--- src/rtl/btn_pkg.sv ---
// Shared types and constants for the push-button shape selector:
// debounce FSM state encoding, output counter width, default timing
// constants and a counter-width helper.
package btn_pkg;

    // Debounce FSM states: two stable levels and two candidate levels.
    typedef enum logic [1:0] {
        IDLE_LOW  = 2'd0,
        WAIT_HIGH = 2'd1,
        HELD_HIGH = 2'd2,
        WAIT_LOW  = 2'd3
    } btn_state_t;

    // Width of the shape-select index.
    localparam int COUNT_W = 3;

    // Defaults for a 100 MHz clock and a 1 kHz tick.
    localparam int DEF_TICK_DIV            = 100000;
    localparam int DEF_DEBOUNCE_TICKS      = 200;
    localparam int DEF_REPEAT_DELAY_TICKS  = 500;
    localparam int DEF_REPEAT_PERIOD_TICKS = 250;

    // Number of bits needed to hold values 0..max_val inclusive.
    function automatic int cnt_width(input int max_val);
        return (max_val < 1) ? 1 : $clog2(max_val + 1);
    endfunction

endpackage

--- src/rtl/tick_gen.sv ---
// Tick enable generator: a free-running divider that raises tick for
// exactly one clk out of every TICK_DIV. No derived clocks are created;
// downstream logic uses tick as a clock enable.
module tick_gen
    import btn_pkg::*;
#(
    parameter int TICK_DIV = DEF_TICK_DIV
) (
    input  logic clk,
    input  logic rst,
    output logic tick
);

    localparam int DIV_W = (TICK_DIV > 1) ? $clog2(TICK_DIV) : 1;
    localparam logic [DIV_W-1:0] DIV_LAST = DIV_W'(TICK_DIV - 1);

    logic [DIV_W-1:0] div_reg;

    // Divider counts 0..TICK_DIV-1 and wraps.
    always_ff @(posedge clk or posedge rst) begin
        if (rst) begin
            div_reg <= '0;
        end else if (div_reg == DIV_LAST) begin
            div_reg <= '0;
        end else begin
            div_reg <= div_reg + 1'b1;
        end
    end

    assign tick = (div_reg == DIV_LAST);

endmodule

--- src/rtl/btn_shape_seq.sv ---
// Push-button shape selector: synchronizes a raw bouncing button,
// debounces it with a tick-paced four-state FSM, and advances a 3-bit
// shape index (wrapping 7->0) once per accepted press.
// Optional feature: define BTN_AUTO_REPEAT_EN to emit additional presses
// while the button is held (first after REPEAT_DELAY_TICKS, then every
// REPEAT_PERIOD_TICKS). Without the macro no repeat logic is built.
module btn_shape_seq
    import btn_pkg::*;
#(
    parameter int TICK_DIV            = DEF_TICK_DIV,
    parameter int DEBOUNCE_TICKS      = DEF_DEBOUNCE_TICKS,
    parameter int REPEAT_DELAY_TICKS  = DEF_REPEAT_DELAY_TICKS,
    parameter int REPEAT_PERIOD_TICKS = DEF_REPEAT_PERIOD_TICKS
) (
    input  logic               clk,
    input  logic               rst,
    input  logic               btnU,
    output logic               btn_level,
    output logic               press_pulse,
    output logic [COUNT_W-1:0] count
);

    localparam int STAB_W = cnt_width(DEBOUNCE_TICKS);
    localparam logic [STAB_W-1:0] STAB_DONE = STAB_W'(DEBOUNCE_TICKS);

    // ------------------------------------------------------------------
    // Input synchronizer and tick enable
    // ------------------------------------------------------------------
    logic [1:0] sync_reg;
    logic       btn_sync;
    logic       tick;

    // Two-flop synchronizer; only sync_reg[1] is used downstream.
    always_ff @(posedge clk or posedge rst) begin
        if (rst) begin
            sync_reg <= 2'b00;
        end else begin
            sync_reg <= {sync_reg[0], btnU};
        end
    end

    assign btn_sync = sync_reg[1];

    tick_gen #(
        .TICK_DIV (TICK_DIV)
    ) u_tick_gen (
        .clk  (clk),
        .rst  (rst),
        .tick (tick)
    );

    // ------------------------------------------------------------------
    // Debounce FSM and shape counter
    // ------------------------------------------------------------------
    btn_state_t          state_reg, state_next;
    logic [STAB_W-1:0]   stab_reg, stab_next, stab_inc;
    logic [COUNT_W-1:0]  count_reg, count_next;
    logic                pulse_reg, pulse_next;
    logic                press;

    assign stab_inc = stab_reg + 1'b1;

`ifdef BTN_AUTO_REPEAT_EN
    // ------------------------------------------------------------------
    // Auto-repeat: counts ticks while stably held. The first repeat needs
    // REPEAT_DELAY_TICKS; once armed, each later one needs
    // REPEAT_PERIOD_TICKS. Any exit from HELD_HIGH disarms and clears.
    // ------------------------------------------------------------------
    localparam int REP_MAX = (REPEAT_DELAY_TICKS > REPEAT_PERIOD_TICKS)
                             ? REPEAT_DELAY_TICKS : REPEAT_PERIOD_TICKS;
    localparam int REP_W = cnt_width(REP_MAX);
    localparam logic [REP_W-1:0] REP_DELAY  = REP_W'(REPEAT_DELAY_TICKS);
    localparam logic [REP_W-1:0] REP_PERIOD = REP_W'(REPEAT_PERIOD_TICKS);

    logic [REP_W-1:0] rep_reg, rep_next, rep_inc;
    logic             rep_armed_reg, rep_armed_next;
    logic             rep_fire;

    assign rep_inc = rep_reg + 1'b1;

    // Repeat counter next-state: hold at zero outside a stable hold.
    always_comb begin
        rep_next       = rep_reg;
        rep_armed_next = rep_armed_reg;
        rep_fire       = 1'b0;
        if ((state_reg != HELD_HIGH) || !btn_sync) begin
            rep_next       = '0;
            rep_armed_next = 1'b0;
        end else if (tick) begin
            if (rep_inc >= (rep_armed_reg ? REP_PERIOD : REP_DELAY)) begin
                rep_fire       = 1'b1;
                rep_next       = '0;
                rep_armed_next = 1'b1;
            end else begin
                rep_next = rep_inc;
            end
        end
    end

    // Repeat counter registers.
    always_ff @(posedge clk or posedge rst) begin
        if (rst) begin
            rep_reg       <= '0;
            rep_armed_reg <= 1'b0;
        end else begin
            rep_reg       <= rep_next;
            rep_armed_reg <= rep_armed_next;
        end
    end
`endif

    // FSM next-state, stability counter, press detection and counter update.
    always_comb begin
        state_next = state_reg;
        stab_next  = stab_reg;
        count_next = count_reg;
        pulse_next = 1'b0;
        press      = 1'b0;

        case (state_reg)
            IDLE_LOW: begin
                if (btn_sync) begin
                    state_next = WAIT_HIGH;
                    stab_next  = '0;
                end
            end

            WAIT_HIGH: begin
                if (!btn_sync) begin
                    // Bounce: fall back to the stable low level.
                    state_next = IDLE_LOW;
                    stab_next  = '0;
                end else if (tick) begin
                    if (stab_inc >= STAB_DONE) begin
                        state_next = HELD_HIGH;
                        stab_next  = '0;
                        press      = 1'b1;
                    end else begin
                        stab_next = stab_inc;
                    end
                end
            end

            HELD_HIGH: begin
                if (!btn_sync) begin
                    state_next = WAIT_LOW;
                    stab_next  = '0;
                end
`ifdef BTN_AUTO_REPEAT_EN
                else if (rep_fire) begin
                    press = 1'b1;
                end
`endif
            end

            WAIT_LOW: begin
                if (btn_sync) begin
                    // Bounce on release: the button is still considered held,
                    // so returning produces no new press.
                    state_next = HELD_HIGH;
                    stab_next  = '0;
                end else if (tick) begin
                    if (stab_inc >= STAB_DONE) begin
                        state_next = IDLE_LOW;
                        stab_next  = '0;
                    end else begin
                        stab_next = stab_inc;
                    end
                end
            end

            default: begin
                state_next = IDLE_LOW;
                stab_next  = '0;
            end
        endcase

        if (press) begin
            pulse_next = 1'b1;
            count_next = count_reg + 1'b1;
        end
    end

    // FSM, stability counter, pulse and shape index registers.
    always_ff @(posedge clk or posedge rst) begin
        if (rst) begin
            state_reg <= IDLE_LOW;
            stab_reg  <= '0;
            count_reg <= '0;
            pulse_reg <= 1'b0;
        end else begin
            state_reg <= state_next;
            stab_reg  <= stab_next;
            count_reg <= count_next;
            pulse_reg <= pulse_next;
        end
    end

    assign btn_level   = (state_reg == HELD_HIGH) || (state_reg == WAIT_LOW);
    assign press_pulse = pulse_reg;
    assign count       = count_reg;

endmodule

--- config.mk ---
export PLATFORM = sky130hd
export DESIGN_NAME = btn_shape_seq
export DESIGN_NICKNAME = d
export VERILOG_FILES = /design/src/rtl/btn_pkg.sv /design/src/rtl/tick_gen.sv /design/src/rtl/btn_shape_seq.sv
export SDC_FILE = /design/constraint.sdc
export NUM_CORES = 1
export LEC_CHECK = 0
export ABC_AREA = 1
export CAP_MARGIN = 20
export CORE_MARGIN = 8
export CORE_UTILIZATION = 56
export CTS_BUF_LIST = sky130_fd_sc_hd__clkbuf_4 sky130_fd_sc_hd__clkbuf_8
export CTS_CLUSTER_DIAMETER = 150
export DETAILED_ROUTE_END_ITERATION = 16
export PLACE_DENSITY_LB_ADDON = 0.2
export SLEW_MARGIN = 0
export SYNTH_ARGS = -nofsm -noshare
export SYNTH_HDL_FRONTEND = slang
export SYNTH_SLANG_ARGS = --single-unit
--- constraint.sdc ---
create_clock -name clk -period 1.9 [get_ports clk]
set_clock_uncertainty 0.05 [all_clocks]
set_input_delay 0.38 -clock clk [delete_from_list [all_inputs] [get_ports clk]]
set_output_delay 0.38 -clock clk [all_outputs]
set_load 0.1 [all_outputs]
# [After elaboration in Yosys (flattened, before gate mapping)]
# Cells that the tools add are included.
[totals] out_inout_bits=5 input_bits=3 wordCells=46 ff_bits=33
[classes] order_cmp=1 n_mux=22 addsub=3 eq_ne=10 reduce_logical=4
[op_table] op="$mux W8" n=6
[op_table] op="$pmux W8 S4" n=1
[op_table] op="$add A17 B1 Y17 const B" n=1
[op_table] op="$eq A17 B17 Y1 const B" n=1
[op_table] op="$mux W17" n=1
[op_table] op="$mux W2" n=8
[op_table] op="$ne A3 B3 Y1 const B" n=4
[op_table] op="$add A8 B1 Y8 const B" n=1
[op_table] op="$ge A8 B8 Y1 const B" n=1
[op_table] op="$pmux W2 S4" n=1
[op_table] op="$reduce_and A6 Y1" n=1
[op_table] op="$mux W1" n=5
[op_table] op="$eq A2 B2 Y1 const B" n=2
[op_table] op="$ne A2 B2 Y1 const B" n=2
[op_table] op="$add A3 B1 Y3 const B" n=1
[op_table] op="$eq A2 B1 Y1 const B" n=1
[op_table] op="$logic_not A2 Y1" n=1
[op_table] op="$reduce_and A2 Y1" n=1
[op_table] op="$logic_or A1 B1 Y1" n=1

# [Logic depth before layout (Yosys ltp)]
[depth] depth_word=7 mapped_depth=11 ltp_nobuf=11

# [Hierarchy]
# From an unflattened synthesis, not the netlist that was laid out.
[hier_totals] hier_cells=261 hier_area_um2=1925.6
[modules_own_cells] module="tick_gen" cells_per_inst=144 seq_area_each_um2=425.4 area_per_inst_um2=977.2 instances=1
[modules_own_cells] module="btn_shape_seq" cells_per_inst=117 seq_area_each_um2=400.4 area_per_inst_um2=948.4 instances=1

# [Worst setup path after synthesis]
# Ideal clock, no wire load.
[synth_path] path_kind="reg-to-output" start="register (tool-made name)" end="output btn_level" t_arrival_ns=1.221 n_path_buf=1 path_stages_with_launch=2 path_slack_ns=0.249 required_ns=1.470 path_cell_list="dfrtp_1 > clkbuf_1"
[synth_rtl] item="end: declaration" line="btn_shape_seq.sv:18" rtl="output logic btn_level,"

# [Worst setup path in the final report]
[layout_path] start="register stab_reg[0]" end="register count_reg[0], in the netlist count[0]"
[layout_between] elab_chain_cells=6
[layout_rtl] item="start: declaration" line="btn_shape_seq.sv:56" rtl="logic [STAB_W-1:0] stab_reg, stab_next, stab_inc;"
[layout_rtl] item="start signal: assignment" line="btn_shape_seq.sv:193" rtl="stab_reg <= stab_next;"
[layout_rtl] item="$add A8 B1 Y8" line="btn_shape_seq.sv:61" rtl="assign stab_inc = stab_reg + 1'b1;"
[layout_rtl] item="$ge A8 B8 Y1" line="btn_shape_seq.sv:134" rtl="if (stab_inc >= STAB_DONE) begin"
[layout_rtl] item="$mux W1" line="btn_shape_seq.sv:134"
[layout_rtl] item="$mux W1" line="btn_shape_seq.sv:133" rtl="end else if (tick) begin"
[layout_rtl] item="$mux W1" line="btn_shape_seq.sv:129" rtl="if (!btn_sync) begin"
[layout_rtl] item="$mux W1" line="btn_shape_seq.sv:120" rtl="case (state_reg)"
[layout_rtl] item="end signal: assignment" line="btn_shape_seq.sv:194" rtl="count_reg <= count_next;"
[layout_rtl] item="end: declaration" line="btn_shape_seq.sv:57" rtl="logic [COUNT_W-1:0] count_reg, count_next;"
# No other way between the ends.
# A chain may end at the register's enable or synchronous reset.

==> metrics.txt <==
# TYPE chip_impl_metric gauge
chip_impl_info{name="status",value="completed"} 1
chip_impl_metric{name="synthesis.nets",unit=""} 246
chip_impl_info{name="synthDominantAreaCellType",value="dfrtp_1"} 1
chip_impl_metric{name="drc_violation_count_after_routing",unit=""} 0
chip_impl_metric{name="synth.avg_cell_area",unit="µm²"} 7.76
chip_impl_info{name="synth.area.top_cells",value="dfrtp_1 (44%), nand2_1 (11%), inv_1 (6.9%)"} 1
chip_impl_info{name="worst_r2r_endpoint",value="count[0]"} 1
chip_impl_metric{name="finalNetCount",unit=""} 262
chip_impl_metric{name="edff_count_synth",unit=""} 0
chip_impl_metric{name="finalCritPeriodShare",unit="%"} 91.1
chip_impl_info{name="mostFrequentLayoutCells",value="nand2_1 (56), inv_1 (34), dfrtp_1 (32)"} 1
chip_impl_info{name="critical_path.endpoint_type",value="flip-flop"} 1
chip_impl_metric{name="setup_viol_count_final",unit=""} 0
chip_impl_metric{name="chipHeight",unit="µm"} 73.7
chip_impl_metric{name="min_delay_path_depth",unit=""} 0
chip_impl_info{name="layout.cells.most_common",value="nand2_1"} 1
chip_impl_metric{name="largest_reg_flops",unit=""} 17
chip_impl_metric{name="fin_area",unit="µm²"} 2130
chip_impl_metric{name="global_route.usage.total",unit="%"} 13.9
chip_impl_metric{name="detail_route.wirelength.met1",unit="mm"} 1.69
chip_impl_metric{name="globalRouteOverflowTotal",unit=""} 0
chip_impl_metric{name="slew_violations",unit=""} 0
chip_impl_metric{name="htree_num_levels",unit=""} 2
chip_impl_info{name="crit_path_start_kind",value="flip-flop"} 1
chip_impl_metric{name="hpwl",unit="mm"} 2.53
chip_impl_metric{name="grt_pass1_vias",unit=""} 1355
chip_impl_metric{name="syn-cell-area",unit="µm²"} 1860
chip_impl_info{name="crit_path_cell_trace",value="ha_1 > nand3_1 > o21ai_1 > nand2_1 > nor2_4 > nand3_4 > clkinv_2 > nand3_2 > nand2_1 > nand2_1"} 1
chip_impl_info{name="clockRootBuffer",value="clkbuf_4"} 1
chip_impl_metric{name="drt_pre_antenna_iters",unit=""} 4
chip_impl_info{name="synth_top_flop_cell",value="dfrtp_1"} 1
chip_impl_metric{name="met3WireLength",unit="µm"} 132
chip_impl_metric{name="clkSinkCount",unit=""} 33
chip_impl_metric{name="drive_above_1_share",unit="%"} 14.8
chip_impl_info{name="timing.hold.worst_endpoint",value="sync_reg[1]"} 1
chip_impl_info{name="rsz0062_at_grt",value="false"} 1
chip_impl_metric{name="io_pins",unit=""} 8
chip_impl_metric{name="routed_wl",unit="mm"} 3.38
chip_impl_info{name="cts_tree",value="yes"} 1
chip_impl_metric{name="timing.reg2reg.setup_slack",unit="ns"} 0.17
chip_impl_metric{name="cts_made_buffers",unit=""} 5
chip_impl_metric{name="worst_voltage_drop_across_the_vdd_grid",unit="µV"} 622
chip_impl_info{name="min_from",value="sync_reg[0]"} 1
chip_impl_metric{name="gp_congestion",unit=""} 0.858
chip_impl_metric{name="post-route-worst-setup-slack",unit="ns"} 0.169
chip_impl_info{name="rr_startpoint",value="stab_reg[0]"} 1
chip_impl_metric{name="grt_pass1_wl",unit="mm"} 5.78
chip_impl_metric{name="synth_seq_cells",unit=""} 33
chip_impl_metric{name="clkSlewWorstSetupHoldPaths",unit="ns"} 0.09
chip_impl_info{name="crit_path_top_delay_cell",value="dfrtp_1"} 1
chip_impl_metric{name="initial_antenna_violation_count",unit=""} 0
chip_impl_metric{name="wl_cell",unit="µm"} 11.2
chip_impl_metric{name="preCtsSetupSlack",unit="ns"} 0.0794
chip_impl_metric{name="postSynth.asyncResetShare",unit="%"} 100
chip_impl_metric{name="crit_path_max_incr_delay",unit="ns"} 0.44
chip_impl_metric{name="floorplan.die_area",unit="µm²"} 5430
chip_impl_metric{name="arrival",unit="ns"} 1.91
chip_impl_metric{name="area_growth_syn_to_layout",unit="%"} 14.4
chip_impl_metric{name="die-width",unit="µm"} 73.7
chip_impl_metric{name="synthesis.instances",unit=""} 240
chip_impl_info{name="criticalPathCategory",value="reg -> reg"} 1
chip_impl_metric{name="ys.warnings.count",unit=""} 0
chip_impl_metric{name="yosysTopAreaCellShare",unit="%"} 44.3
chip_impl_metric{name="clk-insertion-delay-late",unit="ns"} 0.33
chip_impl_info{name="min_path_type",value="reg -> reg"} 1
chip_impl_metric{name="cts.path.max_buffers",unit=""} 2
chip_impl_metric{name="synthDistinctLibCells",unit=""} 34
chip_impl_metric{name="post-route-util",unit="%"} 65.4
chip_impl_metric{name="path_max_fanout",unit=""} 6
chip_impl_metric{name="initial_utilization",unit="%"} 57.2
chip_impl_metric{name="worst-r2r-cell-count",unit=""} 10
chip_impl_metric{name="fmax",unit="GHz"} 0.578
chip_impl_metric{name="cts.hold.buffers_added",unit=""} 0
chip_impl_metric{name="tightest_slew",unit="ns"} 0.396
chip_impl_metric{name="count_of_port_buffers_added_during_placement",unit=""} 7
chip_impl_metric{name="synth_seq_area_share",unit="%"} 44.3
chip_impl_metric{name="std_cell_rows",unit=""} 21
chip_impl_metric{name="p_leak",unit="nW"} 1.01
chip_impl_metric{name="core-area",unit="µm²"} 3260
chip_impl_metric{name="cp_data_required_time",unit="ns"} 2.08
chip_impl_metric{name="antenna_violating_nets_post_route",unit=""} 0
chip_impl_metric{name="placement.cell_area",unit="µm²"} 2040
chip_impl_metric{name="period_needed",unit="ns"} 1.73
chip_impl_metric{name="power_per_cell_area",unit="nW/µm²"} 699
chip_impl_metric{name="detail_route.vias_per_cell",unit=""} 5.02
chip_impl_metric{name="slew_headroom",unit="%"} 73.6
chip_impl_metric{name="num_vias",unit=""} 1517
chip_impl_metric{name="n_antenna_cell",unit=""} 0
chip_impl_info{name="critPathMostFrequentCell",value="nand2_1"} 1
chip_impl_metric{name="wl_met2",unit="mm"} 1.54
chip_impl_metric{name="timing.final.hold_violations",unit=""} 0
chip_impl_metric{name="maxCapViolations",unit=""} 0
chip_impl_metric{name="grt_start_max_net_pins",unit=""} 34
chip_impl_metric{name="first_iter_violations",unit=""} 70
chip_impl_metric{name="setup_total_negative_slack",unit="ns"} 0
chip_impl_info{name="top_signal_layer_used",value="met4"} 1
worst max path at each step:
stage,startpoint,end,slack (ns),cells after the start
after floorplan,flip-flop,btn_level,0.25,1
after global placement,u_tick_gen.div_reg[0],stab_reg[2],0.11,9
after detailed placement,u_tick_gen.div_reg[0],stab_reg[1],0.08,9
after CTS,u_tick_gen.div_reg[0],stab_reg[1],0.07,9
after global routing,u_tick_gen.div_reg[2],u_tick_gen.div_reg[15],0.002,9
final,stab_reg[0],count[0],0.17,10
cell families after synthesis:
group	count (synthesis)	share of synthesized area [%]
simple gates	131	33.6
buf+inv	41	8.60
fa+ha+maj	3	2.01
flops	33	44.3
compound gates	25	8.19
xor+xnor	7	3.29
metrics by stage:
step / hold WS, ns / cells / power [mW]
after floorplan: 0.281 / 240 / 1.02
after global placement: 0.282 / 292 / 1.10
after detailed placement: 0.288 / 292 / 1.11
after CTS: 0.310 / 299 / 1.51
after global routing: 0.312 / 302 / 1.57
final: 0.307 / 302 / 1.49
critical path, delay by kind of cell, from the launching register on:
kind            cells  cell delay [ns]
simple gates        7             0.72
flops               1             0.44
fa+ha+maj           1             0.20
compound gates      1             0.14
buf+inv             1             0.09
timing repair:
action | in CTS | in global routing
gates resized for setup | 0 | 3
buffers inserted | 0 | 3
endpoints found under the setup margin | 0 | 13
cells in the mapped netlist (2+ instances only):
cell and instances:
nand2_1 56, inv_1 34, dfrtp_1 33, nor2_1 31
nand3_1 13, o21ai_0 9, nand4_1 8, a21oi_1 7
xor2_1 7, nor3_1 5, ha_1 3, inv_2 3
nand2_2 3, o21ai_1 3, nand3_2 2, nor2_2 2
nor2_4 2, nor4_1 2, or2_1 2
metal layers:
metal / track usage (%) / up-vias
met3: 4.50 / 2
met1: 17.9 / 694
li1: - / 799
met5: 0 / -
met2: 20.8 / 22
met4: 5.32 / 0
power by group:
group,internal [mW],switching [mW]
Sequential,0.724,0.0316
Clock,0.189,0.213
Combinational,0.111,0.223
Total,1.02,0.468
layout make-up:
type	count	area, µm²
multi-input cells	166	887
flip-flops and latches	33	827
repair buffers	12	158
clock buffers	7	58.8
fillers	297	1130
well taps	46	57.6
inverters	38	144
Note: power is estimated with default switching activity, not from simulation.
